===== src/rtl/link_tx_arbiter_if.sv =====
// Handshake bundle between the message sources, the arbiter and the outbound link.
// master: the arbiter side (drives source readies and the link word).
// slave:  the environment side (sources and link sink).
interface link_tx_arbiter_if #(
    parameter int NUM_REQ    = 3,
    parameter int DATA_WIDTH = 64
);
    logic [NUM_REQ*DATA_WIDTH-1:0] req_data;
    logic [NUM_REQ-1:0]            req_valid;
    logic [NUM_REQ-1:0]            req_ready;
    logic [DATA_WIDTH-1:0]         out_data;
    logic                          out_valid;
    logic                          out_ready;

    modport master (
        input  req_data, req_valid, out_ready,
        output req_ready, out_data, out_valid
    );

    modport slave (
        output req_data, req_valid, out_ready,
        input  req_ready, out_data, out_valid
    );
endinterface


===== src/rtl/link_tx_arbiter.sv =====
// Round-robin arbiter sharing one outbound link between NUM_REQ valid/ready sources.
// A grant lasts at most MAX_BURST words; every handover spends one IDLE cycle.
//
//  state | meaning
//  IDLE  | no grant; pick next requester after last_ptr (wrap-around)
//  GRANT | grant_id owns the link until burst limit or it drops valid
module link_tx_arbiter #(
    parameter int NUM_REQ    = 3,
    parameter int DATA_WIDTH = 64,
    parameter int MAX_BURST  = 4,
    localparam int GW        = $clog2(NUM_REQ),
    localparam int BW        = $clog2(MAX_BURST + 1)
) (
    input  logic                  clk,
    input  logic                  reset,
    link_tx_arbiter_if.master     bus,
    output logic [GW-1:0]         grant_id,
    output logic                  busy
);
    typedef enum logic {IDLE, GRANT} state_t;

    state_t                state;
    logic [GW-1:0]         last_ptr;
    logic [GW-1:0]         pick;
    logic [BW-1:0]         burst_cnt;
    logic [DATA_WIDTH-1:0] out_data_r;
    logic [DATA_WIDTH-1:0] gnt_data;
    logic                  out_valid_r;
    logic                  space;
    logic                  gnt_valid;
    logic                  xfer;
    logic                  release_gnt;
    logic [NUM_REQ-1:0]    ready;

    assign space       = !out_valid_r || bus.out_ready;
    assign gnt_valid   = bus.req_valid[grant_id];
    assign gnt_data    = bus.req_data[int'(grant_id)*DATA_WIDTH +: DATA_WIDTH];
    assign xfer        = |(bus.req_valid & ready);
    assign release_gnt = (xfer && (burst_cnt == BW'(MAX_BURST - 1))) || (space && !gnt_valid);

    assign bus.req_ready = ready;
    assign bus.out_data  = out_data_r;
    assign bus.out_valid = out_valid_r;
    assign busy          = (state == GRANT) || out_valid_r;

    // Ready goes only to the granted source, and only when the output stage can accept a word.
    always_comb begin
        ready = '0;
        for (int i = 0; i < NUM_REQ; i++) begin
            if ((state == GRANT) && (grant_id == GW'(i)) && space) begin
                ready[i] = 1'b1;
            end
        end
    end

    // Round-robin search starting just after the last released source.
    always_comb begin
        logic          found;
        logic [GW-1:0] idx;
        pick  = last_ptr;
        found = 1'b0;
        for (int k = 1; k <= NUM_REQ; k++) begin
            idx = GW'((int'(last_ptr) + k) % NUM_REQ);
            if (!found && bus.req_valid[idx]) begin
                pick  = idx;
                found = 1'b1;
            end
        end
    end

    // Grant FSM plus the one-entry registered output stage.
    always_ff @(posedge clk or negedge reset) begin
        if (!reset) begin
            state       <= IDLE;
            grant_id    <= '0;
            last_ptr    <= GW'(NUM_REQ - 1);
            burst_cnt   <= '0;
            out_data_r  <= '0;
            out_valid_r <= 1'b0;
        end else begin
            if (xfer) begin
                out_data_r  <= gnt_data;
                out_valid_r <= 1'b1;
            end else if (bus.out_ready) begin
                out_valid_r <= 1'b0;
            end

            case (state)
                IDLE: begin
                    if (|bus.req_valid) begin
                        grant_id  <= pick;
                        burst_cnt <= '0;
                        state     <= GRANT;
                    end
                end
                GRANT: begin
                    if (xfer) begin
                        burst_cnt <= burst_cnt + BW'(1);
                    end
                    if (release_gnt) begin
                        state    <= IDLE;
                        last_ptr <= grant_id;
                    end
                end
                default: state <= IDLE;
            endcase
        end
    end
endmodule


===== src/flat_wrapper.sv =====
// flat-port wrapper written by rule: the top's interface ports become plain ports
module link_tx_arbiter_flat 
#(
    parameter int NUM_REQ    = 3,
    parameter int DATA_WIDTH = 64,
    parameter int MAX_BURST  = 4,
    localparam int GW        = $clog2(NUM_REQ),
    localparam int BW        = $clog2(MAX_BURST + 1)
)
  (clk, reset, grant_id, busy, bus_req_data, bus_req_valid, bus_out_ready, bus_req_ready, bus_out_data, bus_out_valid);
  link_tx_arbiter_if #(.NUM_REQ(NUM_REQ), .DATA_WIDTH(DATA_WIDTH)) bus_i ();
  input  logic clk;
  input  logic reset;
  output logic [GW-1:0] grant_id;
  output logic busy;
  input wire logic [$bits(bus_i.req_data)-1:0] bus_req_data;
  input wire logic [$bits(bus_i.req_valid)-1:0] bus_req_valid;
  input wire logic [$bits(bus_i.out_ready)-1:0] bus_out_ready;
  output wire logic [$bits(bus_i.req_ready)-1:0] bus_req_ready;
  output wire logic [$bits(bus_i.out_data)-1:0] bus_out_data;
  output wire logic [$bits(bus_i.out_valid)-1:0] bus_out_valid;
  assign bus_i.req_data = bus_req_data;
  assign bus_i.req_valid = bus_req_valid;
  assign bus_i.out_ready = bus_out_ready;
  assign bus_req_ready = bus_i.req_ready;
  assign bus_out_data = bus_i.out_data;
  assign bus_out_valid = bus_i.out_valid;
  link_tx_arbiter #(.NUM_REQ(NUM_REQ), .DATA_WIDTH(DATA_WIDTH), .MAX_BURST(MAX_BURST)) u_core (.clk(clk), .reset(reset), .bus(bus_i), .grant_id(grant_id), .busy(busy));
endmodule

===== config.mk =====
export PLATFORM = sky130hd
export DESIGN_NAME = link_tx_arbiter_flat
export DESIGN_NICKNAME = d
export VERILOG_FILES = /design/src/rtl/link_tx_arbiter_if.sv /design/src/rtl/link_tx_arbiter.sv /design/src/flat_wrapper.sv
export SDC_FILE = /design/constraint.sdc
export NUM_CORES = 1
export LEC_CHECK = 0
export CORE_UTILIZATION = 36
export DETAILED_ROUTE_END_ITERATION = 12
export DONT_BUFFER_PORTS = 1
export SLEW_MARGIN = 20
export SYNTH_ARGS = -nofsm -noshare
export SYNTH_HDL_FRONTEND = slang
export SYNTH_SLANG_ARGS = --single-unit

===== constraint.sdc =====
create_clock -name clk -period 2.2 [get_ports clk]
set_input_delay 0.22 -clock clk [delete_from_list [all_inputs] [get_ports clk]]
set_output_delay 0.22 -clock clk [all_outputs]
set_load 0.02 [all_outputs]

==> metrics.csv, run 1 <==
metric,value,unit
p_leak,2.08,nW
grt_use_total,16.8,%
hold_viol,0,
placementRows,39,
syn2layout_area_growth,12.0,%
clk_pin_slew,0.06,ns
grt-ovfl-total,0,
avgSynthCellArea,8.59,um^2
clock.fmax,480,MHz
clk_latency,0.33,ns
cp.required,2.45,ns
multiInputGateArea,2220,um^2
post-route-period-util,94.8,%
drc_errors,0,
syn-cell-area,4260,um^2
maxCapViolCount,0,
cts.root.buffer_cell,clkbuf_16,
dp_hpwl,7.53,mm
grt_start_max_net_pins,74,
outcome,finished clean,
yosys_most_used_dff,dfrtp_1,
drive_above_1_share,9.48,%
die_h,111,um
min_path_cells,2,
cp-start-kind,flip-flop,
rsz0062_at_grt,false,
final.setup_skew,0.00532,ns
synth.top_cell.area_share,42.3,%
clock_sinks,73,
arrival,2.33,ns
wire_per_inst,16.4,um
grt_pass1_wl,16.5,mm
fillCellCount,1117,
synth_edf_count,0,
core,11500,um^2
slew-limit-headroom,72.0,%
fp.dieW,111,um
ys_warn_count,0,
syn_inst,496,
register_area,1830,um^2
wl,10.3,mm
diodes,0,
r2r-start,u_core.last_ptr[1]$_DFFE_PN1P_,
min_period,2.09,ns
async_flop_share,100,%
final_max_slew_viol_count,0,
gp_congestion,0.803,
detailedPlace.worstSlack,0.128,ns
synth_fp_nets,699,
hp-start,bus_req_data[186],
power_density,1750,nW/um^2
design_area,4770,um^2
die_area,12300,um^2
setup_viol,0,
vias_per_cell,5.42,
ios,269,
vias,3402,
cts_made_buffers,9,
start_util,37.2,%
end_kind,flip-flop,
antenna_found_initial,0,
netlist_top_cells_count,"72 x dfrtp_1, 72 x nand2_1, 70 x nor2_1",
synthDistinctLibCells,39,
tightest_slew,0.420,ns
drt_iter0_markers,145,
drtAntennaViolNets,0,
worst_slack,0.115,ns
cts_tree,done,
hold_class,input pin to flip-flop,
cts.htree.levels,3,
reg2reg_depth,7,
vdd_drop_max,700,uV
dr.pass1.iters,4,
nets,684,
synth_seq_area_share,42.9,%
crit_type,flip-flop to flip-flop,
final_util,41.6,%
netlist.top_cell.by_area,dfrtp_1,
synth_area_leaders,"dfrtp_1 42%, mux2i_1 16%, a21oi_1 7.5%",
setup_tns,0,ns
grt_pass1_vias,3432,
path_max_fanout,5,
portBuffers,0,
cp-startpoint,u_core.last_ptr[1]$_DFFE_PN1P_,
ys_ff_latch,73,
placed_cell_area,4370,um^2
postCtsSetupRepairBufs,0,
ctsLongestPathBuffers,2,
## per-stage QoR
stage	instances	hold slack, ns	total power [mW]
after floorplan	496	-0.0756	5.90
after global placement	611	-0.0728	6.47
after detailed placement	611	-0.0739	6.63
after CTS	628	0.0545	8.41
after global routing	628	0.0688	9.00
final	628	0.0673	8.35
## what timing repair did
item | in CTS | in global routing
hold buffers | 2 | 0
endpoints found under the hold margin | 73 | 0
resized for setup | 0 | 3
setup endpoints to repair | 0 | 1
## report_power, final
group | total, mW | internal [mW] | switching (mW)
Clock | 1.73 | 1.17 | 0.559
Sequential | 3.02 | 1.95 | 1.07
Combinational | 3.60 | 1.45 | 2.15
Total | 8.35 | 4.57 | 3.77
## path summary, 6_finish.rpt
check | to | slack, ns
setup / recovery | u_core.grant_id[1]$_DFFE_PN0P_ | 0.11
hold / removal | u_core.bus.out_data[58]$_DFFE_PN0P_ | 0.07
setup reg to reg | u_core.grant_id[1]$_DFFE_PN0P_ | 0.11
hold reg to reg | u_core.burst_cnt[0]$_DFFE_PN0P_ | 0.49
max in group asynchronous | u_core.last_ptr[1]$_DFFE_PN1P_ | 1.45
min in group asynchronous | u_core.bus.out_data[0]$_DFFE_PN0P_ | 0.42
## cell families after synthesis
| family | count (synthesis) | synth area share, % |
|---|---|---|
| fa+ha+maj | 5 | 1.47 |
| buf+inv | 42 | 5.55 |
| mux | 70 | 16.5 |
| compound gates | 143 | 18.0 |
| simple gates | 163 | 15.6 |
| flops | 73 | 42.9 |
## worst max-delay path, stage by stage, from the launching register on
cell     delay, ns
dfstp_2       0.54
inv_1         0.09
ha_2          0.22
mux2i_1       0.16
nor2_1        0.10
or2_0         0.25
or4_1         0.48
a31oi_1       0.17
## cells in the final DEF (no fill, tap or decap), types with 3 or more instances in the layout
cell       synthesis  layout
nand2b_1           3       3
buf_4              2       5
a21oi_1           64      64
nor2_1            70      70
ha_1               5       3
o21ai_2            5       5
buf_12             0       5
inv_1              4       4
bufinv_16          0       3
clkbuf_16          0       9
o21ai_0            3       3
mux2i_1           68      68
or2_2              3       3
nand2_1           72      72
o21ai_1           61      61
nor3_1             3       3
dfrtp_1           72      70
## registers in the layout, summed over array words and instances, names as in the netlist
register and flops:
u_core.burst_cnt 3, u_core.bus.out_data 64, u_core.bus.out_valid 1, u_core.grant_id 2
u_core.last_ptr 2, u_core.state 1
## layout make-up
type / count / area share [%]
Multi-Input combinational cell: 381 / 46.5
Sequential cell: 73 / 38.4
Clock buffer: 11 / 5.29
Tap cell: 143 / 3.75
Timing Repair Buffer: 12 / 3.67
Clock inverter: 4 / 2.07
Inverter: 4 / 0.314
## routing by layer
layer,share of wire [%],GRT usage [%]
met3,7.2,4.26
met1,40,19.1
met2,51,29.6
met4,1.8,7.20
met5,0,0
No activity file was read; power rests on OpenSTA's default activity.
==> run 2, diff against run 1 <==
--- a/config.mk
+++ b/config.mk
@@ -5,7 +5,9 @@
 export SDC_FILE = /design/constraint.sdc
 export NUM_CORES = 1
 export LEC_CHECK = 0
+export ABC_CLOCK_PERIOD_IN_PS = 2150
 export CORE_UTILIZATION = 36
+export CTS_CLUSTER_DIAMETER = 80
 export DETAILED_ROUTE_END_ITERATION = 12
 export DONT_BUFFER_PORTS = 1
 export SLEW_MARGIN = 20
==> constraint.sdc (replaced) <==
create_clock -name clk -period 2.15 [get_ports clk]
set_input_delay 0.215 -clock clk [delete_from_list [all_inputs] [get_ports clk]]
set_output_delay 0.215 -clock clk [all_outputs]
set_load 0.02 [all_outputs]
==> run 2 against run 1 <==
Against the previous run: sequential share of layout area increased by 0.43 points; clock-buffer cell count unchanged; hold slack got worse by 0.00074 ns; die area did not move; critical endpoint unchanged.
==> metrics.csv, run 2 (synthesis gave the netlist of run 1 again) <==
metric,value,unit
path_max_fanout,5,
hold-path-endpoint,u_core.bus.out_data[11]$_DFFE_PN0P_,
grt_use_total,17.0,%
min_period,2.05,ns
worst_slack,0.0968,ns
ctsLongestPathBuffers,2,
vdd_drop_max,711,uV
placementRows,39,
tightest_slew,0.427,ns
wire_per_inst,16.5,um
gr-usage-met2,29.7,%
cp.required,2.40,ns
p_leak,2.05,nW
gp_congestion,0.815,
core,11500,um^2
ios,269,
cp-start-kind,flip-flop,
r2r-start,u_core.last_ptr[1]$_DFFE_PN1P_,
cts.root.buffer_cell,clkbuf_16,
drc_errors,0,
hp-start,bus_req_data[139],
top_usage_layer,met2,
grt_pass1_vias,3401,
met1_usage,19.2,%
drtAntennaViolNets,0,
slowest_stage,dfstp_2,
hold_class,input pin to flip-flop,
grt_start_max_net_pins,74,
outcome,finished clean,
syn2layout_area_growth,10.8,%
critPathTopFamily,simple AND/OR/NAND/NOR gates,
wl,10.4,mm
hold_ws,0.0666,ns
die_h,111,um
clock_sinks,73,
largest_register_ffs,64,
cts.htree.levels,3,
power_density,1760,nW/um^2
rsz0062_at_grt,false,
antenna_found_initial,0,
setup_tns,0,ns
arrival,2.30,ns
path_cells,inv_1 > ha_2 > mux2i_2 > nor2_1 > or2_0 > or4_1 > a31oi_1,
cts_made_buffers,9,
path_buf_inv,1,
r2r_setup_slack,0.1,ns
portBuffers,0,
slowest_delay,0.54,ns
layout_common_cells,"72 x nand2_1, 70 x nor2_1, 69 x dfrtp_1, 66 x mux2i_1, 64 x a21oi_1",
reg2reg_depth,7,
dp_hpwl,7.69,mm
nets,684,
fillCellCount,1160,
end_kind,flip-flop,
final_common_cell,nand2_1,
diodes,0,
hold_viol,0,
drive_above_1_share,9.67,%
grt-ovfl-total,0,
clk_latency,0.33,ns
worstReg2RegEnd,u_core.grant_id[1]$_DFFE_PN0P_,
drt_iter0_markers,129,
final_max_slew_viol_count,0,
vias,3389,
min_path_cells,2,
maxCapViolCount,0,
slew-limit-headroom,71.6,%
clk_pin_slew,0.06,ns
detailedPlace.worstSlack,0.0615,ns
post-route-period-util,95.5,%
dr.pass1.iters,4,
start_util,37.2,%
die_area,12300,um^2
grt_pass1_wl,16.9,mm
grtUsageMet3,5.41,%
vias_per_cell,5.39,
crit_type,flip-flop to flip-flop,
fp.dieW,111,um
final.setup_skew,0.00539,ns
setup_viol,0,
cts_tree,done,
clock.fmax,487,MHz
run 2: changes by cell type in the layout (fill, tap and decap cells not counted), sizes merged:
cell / before / now
inv: 5 / 4
clkinvlp: 0 / 2
bufinv: 3 / 2
clkinv: 0 / 1
run 2: report_power, final:
part	internal, mW	total [mW]	switching, mW
Sequential	2.00	3.10	1.10
Combinational	1.47	3.64	2.17
Clock	1.01	1.57	0.556
run 2: worst register-to-register path: cells and delay by family (launching register included):
family	cells	cell delay, ns
adder cells (fa/ha/maj)	1	0.21
flip-flops	1	0.54
AO/OA/AOI/OAI	1	0.16
AND/OR/NAND/NOR	3	0.79
buffers and inverters	1	0.08
multiplexers	1	0.19
run 2: final cells by class:
type / count / area, um^2 / share of cell area (%)
clock inverters: 5 / 80.1 / 1.69
repair buffers: 12 / 163 / 3.44
multi-input cells: 381 / 2220 / 47.0
inverters: 4 / 15.0 / 0.318
flip-flops and latches: 73 / 1830 / 38.8
well taps: 143 / 179 / 3.79
clock buffers: 11 / 233 / 4.93
run 2: routing by layer:
| layer | vias to the layer above | share of wire (%) | wire [um] |
|---|---|---|---|
| li1 | 1671 | - | - |
| met1 | 1535 | 39 | 4090 |
| met2 | 170 | 52 | 5370 |
| met3 | 13 | 7.6 | 793 |
| met4 | 0 | 1.1 | 118 |
| met5 | - | 0 | 0 |
run 2: how the worst max path moves through the flow:
stage | start | endpoint | cells after the start
floorplan | u_core.last_ptr[1]$_DFFE_PN1P_ | u_core.grant_id[1]$_DFFE_PN0P_ | 7
global placement | u_core.last_ptr[1]$_DFFE_PN1P_ | u_core.grant_id[1]$_DFFE_PN0P_ | 7
detailed placement | u_core.last_ptr[1]$_DFFE_PN1P_ | u_core.grant_id[1]$_DFFE_PN0P_ | 7
CTS | u_core.last_ptr[1]$_DFFE_PN1P_ | u_core.grant_id[1]$_DFFE_PN0P_ | 7
global route | u_core.last_ptr[1]$_DFFE_PN1P_ | u_core.grant_id[1]$_DFFE_PN0P_ | 7
finish | u_core.last_ptr[1]$_DFFE_PN1P_ | u_core.grant_id[1]$_DFFE_PN0P_ | 7
run 2: metrics by stage:
stage / area, um^2 / util, % / instances / power (mW)
6_report: 4720 / 41.2 / 629 / 8.31
3_5_place_dp: 4360 / 38.0 / 611 / 6.77
5_1_grt: 4720 / 41.2 / 629 / 8.98
4_1_cts: 4710 / 41.1 / 629 / 8.41
2_1_floorplan: 4260 / - / 496 / 6.03
3_3_place_gp: 4360 / 38.0 / 611 / 6.60
run 2: timing repair:
action                                 in CTS  in global routing
setup endpoints to repair                   0                  1
gates resized for setup                     0                  5
hold buffers                                2                  0
endpoints found under the hold margin      73                  0
setup buffers                               0                  0
==> run 3, diff against run 2 <==
--- a/config.mk
+++ b/config.mk
@@ -5,7 +5,7 @@
 export SDC_FILE = /design/constraint.sdc
 export NUM_CORES = 1
 export LEC_CHECK = 0
-export ABC_CLOCK_PERIOD_IN_PS = 2150
+export ABC_CLOCK_PERIOD_IN_PS = 2300
 export CORE_UTILIZATION = 36
 export CTS_CLUSTER_DIAMETER = 80
 export DETAILED_ROUTE_END_ITERATION = 12
==> constraint.sdc (replaced) <==
create_clock -name clk -period 2.3 [get_ports clk]
set_input_delay 0.23 -clock clk [delete_from_list [all_inputs] [get_ports clk]]
set_output_delay 0.23 -clock clk [all_outputs]
set_load 0.02 [all_outputs]
==> run 3 against run 2 <==
Against the previous run: first-iteration DRC count shrank 15%; clock skew grew 0.0016 ns; via count shrank 0.18%; cell count grew 0.16%; wire length shrank 0.90%; fmax shrank 0.75%; critical path depth is the same; register-to-register slack gained 0.13 ns; hold slack gained 0.0081 ns; critical path type unchanged.
==> metrics.csv, run 3 (synthesis gave the netlist of run 1 again) <==
metric,value,unit
dr.pass1.iters,4,
clk_pin_slew,0.06,ns
die_area,12300,um^2
setup_viol,0,
setup_tns,0,ns
outcome,finished clean,
antenna_found_initial,0,
cts_tree,done,
vdd_drop_max,810,uV
cts.htree.levels,3,
detailedPlace.worstSlack,0.259,ns
clock_sinks,73,
final_max_slew_viol_count,0,
grt_pass1_vias,3380,
nets,685,
slew-limit-headroom,72.7,%
placed_cell_area,4370,um^2
hold_class,input pin to flip-flop,
cp.required,2.55,ns
gp_congestion,0.782,
r2r_setup_slack,0.23,ns
min_path_cells,2,
swShare,45.9,%
p_sw,3.58,mW
placementRows,39,
syn2layout_area_growth,10.9,%
grt-ovfl-total,0,
hold_ws,0.0746,ns
hp-start,bus_req_data[158],
start_util,37.2,%
final.setup_skew,0.00696,ns
end_kind,flip-flop,
total_power,7.79,mW
dp_hpwl,7.65,mm
layout_common_cells,"72 x nand2_1, 70 x nor2_1, 70 x dfrtp_1, 68 x mux2i_1, 64 x a21oi_1",
p_leak,2.07,nW
fp.dieW,111,um
final_common_cell,nand2_1,
r2r-start,u_core.last_ptr[1]$_DFFE_PN1P_,
arrival,2.31,ns
drive_above_1_share,8.83,%
cts.root.buffer_cell,clkbuf_16,
power_density,1650,nW/um^2
fin_cells,630,
maxCapViolCount,0,
post-route-period-util,89.9,%
largest_register_ffs,64,
core,11500,um^2
drt_iter0_markers,110,
p_seq_share,37.6,%
rsz0062_at_grt,false,
clk_latency,0.33,ns
wire_per_inst,16.3,um
grt_pass1_wl,16.7,mm
drc_errors,0,
place_inst,612,
postCtsSetupRepairBufs,0,
min_period,2.07,ns
grt_use_total,17.0,%
grt_start_max_net_pins,74,
drtAntennaViolNets,0,
crit_type,flip-flop to flip-flop,
path_max_fanout,5,
cts-resized-gates,0,
ios,269,
portBuffers,0,
worst_slack,0.231,ns
cp-start-kind,flip-flop,
reg2reg_depth,7,
final_util,41.2,%
ctsLongestPathBuffers,2,
hold_viol,0,
comb_power_share,42.9,%
clock.fmax,483,MHz
tightest_slew,0.410,ns
vias_per_cell,5.37,
hold-path-endpoint,u_core.bus.out_data[30]$_DFFE_PN0P_,
diodes,0,
wl,10.3,mm
cts_made_buffers,9,
worstReg2RegEnd,u_core.grant_id[1]$_DFFE_PN0P_,
fillCellCount,1166,
vias,3383,
intPower,4.21,mW
clockPowerShare,19.5,%
die_h,111,um
ctsHoldBuffers,2,
design_area,4730,um^2
run 3: cell types whose count changed in the layout (fill, tap and decap cells not counted), sizes merged:
cell | before | now
clkbuf | 11 | 12
inv | 4 | 5
clkinvlp | 2 | 1
buf | 11 | 12
clkinv | 1 | 0
run 3: worst max path at each step:
| stage | startpoint | slack (ns) | cells after the start | endpoint |
|---|---|---|---|---|
| final | u_core.last_ptr[1]$_DFFE_PN1P_ | 0.23 | 7 | u_core.grant_id[1]$_DFFE_PN0P_ |
| after global routing | u_core.last_ptr[1]$_DFFE_PN1P_ | 0.13 | 7 | u_core.grant_id[1]$_DFFE_PN0P_ |
| after CTS | u_core.last_ptr[1]$_DFFE_PN1P_ | 0.23 | 7 | u_core.grant_id[1]$_DFFE_PN0P_ |
| after detailed placement | u_core.last_ptr[1]$_DFFE_PN1P_ | 0.26 | 7 | u_core.grant_id[1]$_DFFE_PN0P_ |
| after global placement | u_core.last_ptr[1]$_DFFE_PN1P_ | 0.33 | 7 | u_core.grant_id[1]$_DFFE_PN0P_ |
| after floorplan | u_core.last_ptr[1]$_DFFE_PN1P_ | 0.39 | 7 | u_core.grant_id[1]$_DFFE_PN0P_ |
run 3: critical path, cell delays in order (launching register included):
cell and delay [ns]:
dfstp_2 0.54, inv_1 0.07, ha_1 0.24, mux2i_1 0.18, nor2_1 0.09, or2_0 0.24, or4_1 0.46, a31oi_1 0.17
run 3: final cells by class:
| type | count | area (um^2) | area share [%] |
|---|---|---|---|
| multi-input combinational | 381 | 2210 | 46.7 |
| timing repair buffer | 13 | 170 | 3.60 |
| clock buffer | 12 | 246 | 5.21 |
| tap | 143 | 179 | 3.78 |
| inverter | 4 | 15.0 | 0.318 |
| sequential | 73 | 1830 | 38.8 |
| clock inverter | 4 | 76.3 | 1.61 |
run 3: power by group through the flow:
stage          clock [mW]  sequential [mW]  combinational [mW]
2_1_floorplan           0             2.78                2.86
3_3_place_gp            0             2.95                3.24
3_5_place_dp            0             2.96                3.37
4_1_cts              1.58             2.94                3.40
5_1_grt              1.61             3.00                3.83
6_report             1.52             2.93                3.34
run 3: layer usage:
metal	part of all wire, %	GRT usage, %
met1	40	20.0
met5	0	0
met4	2.3	7.91
met3	7.8	4.21
met2	50	28.9
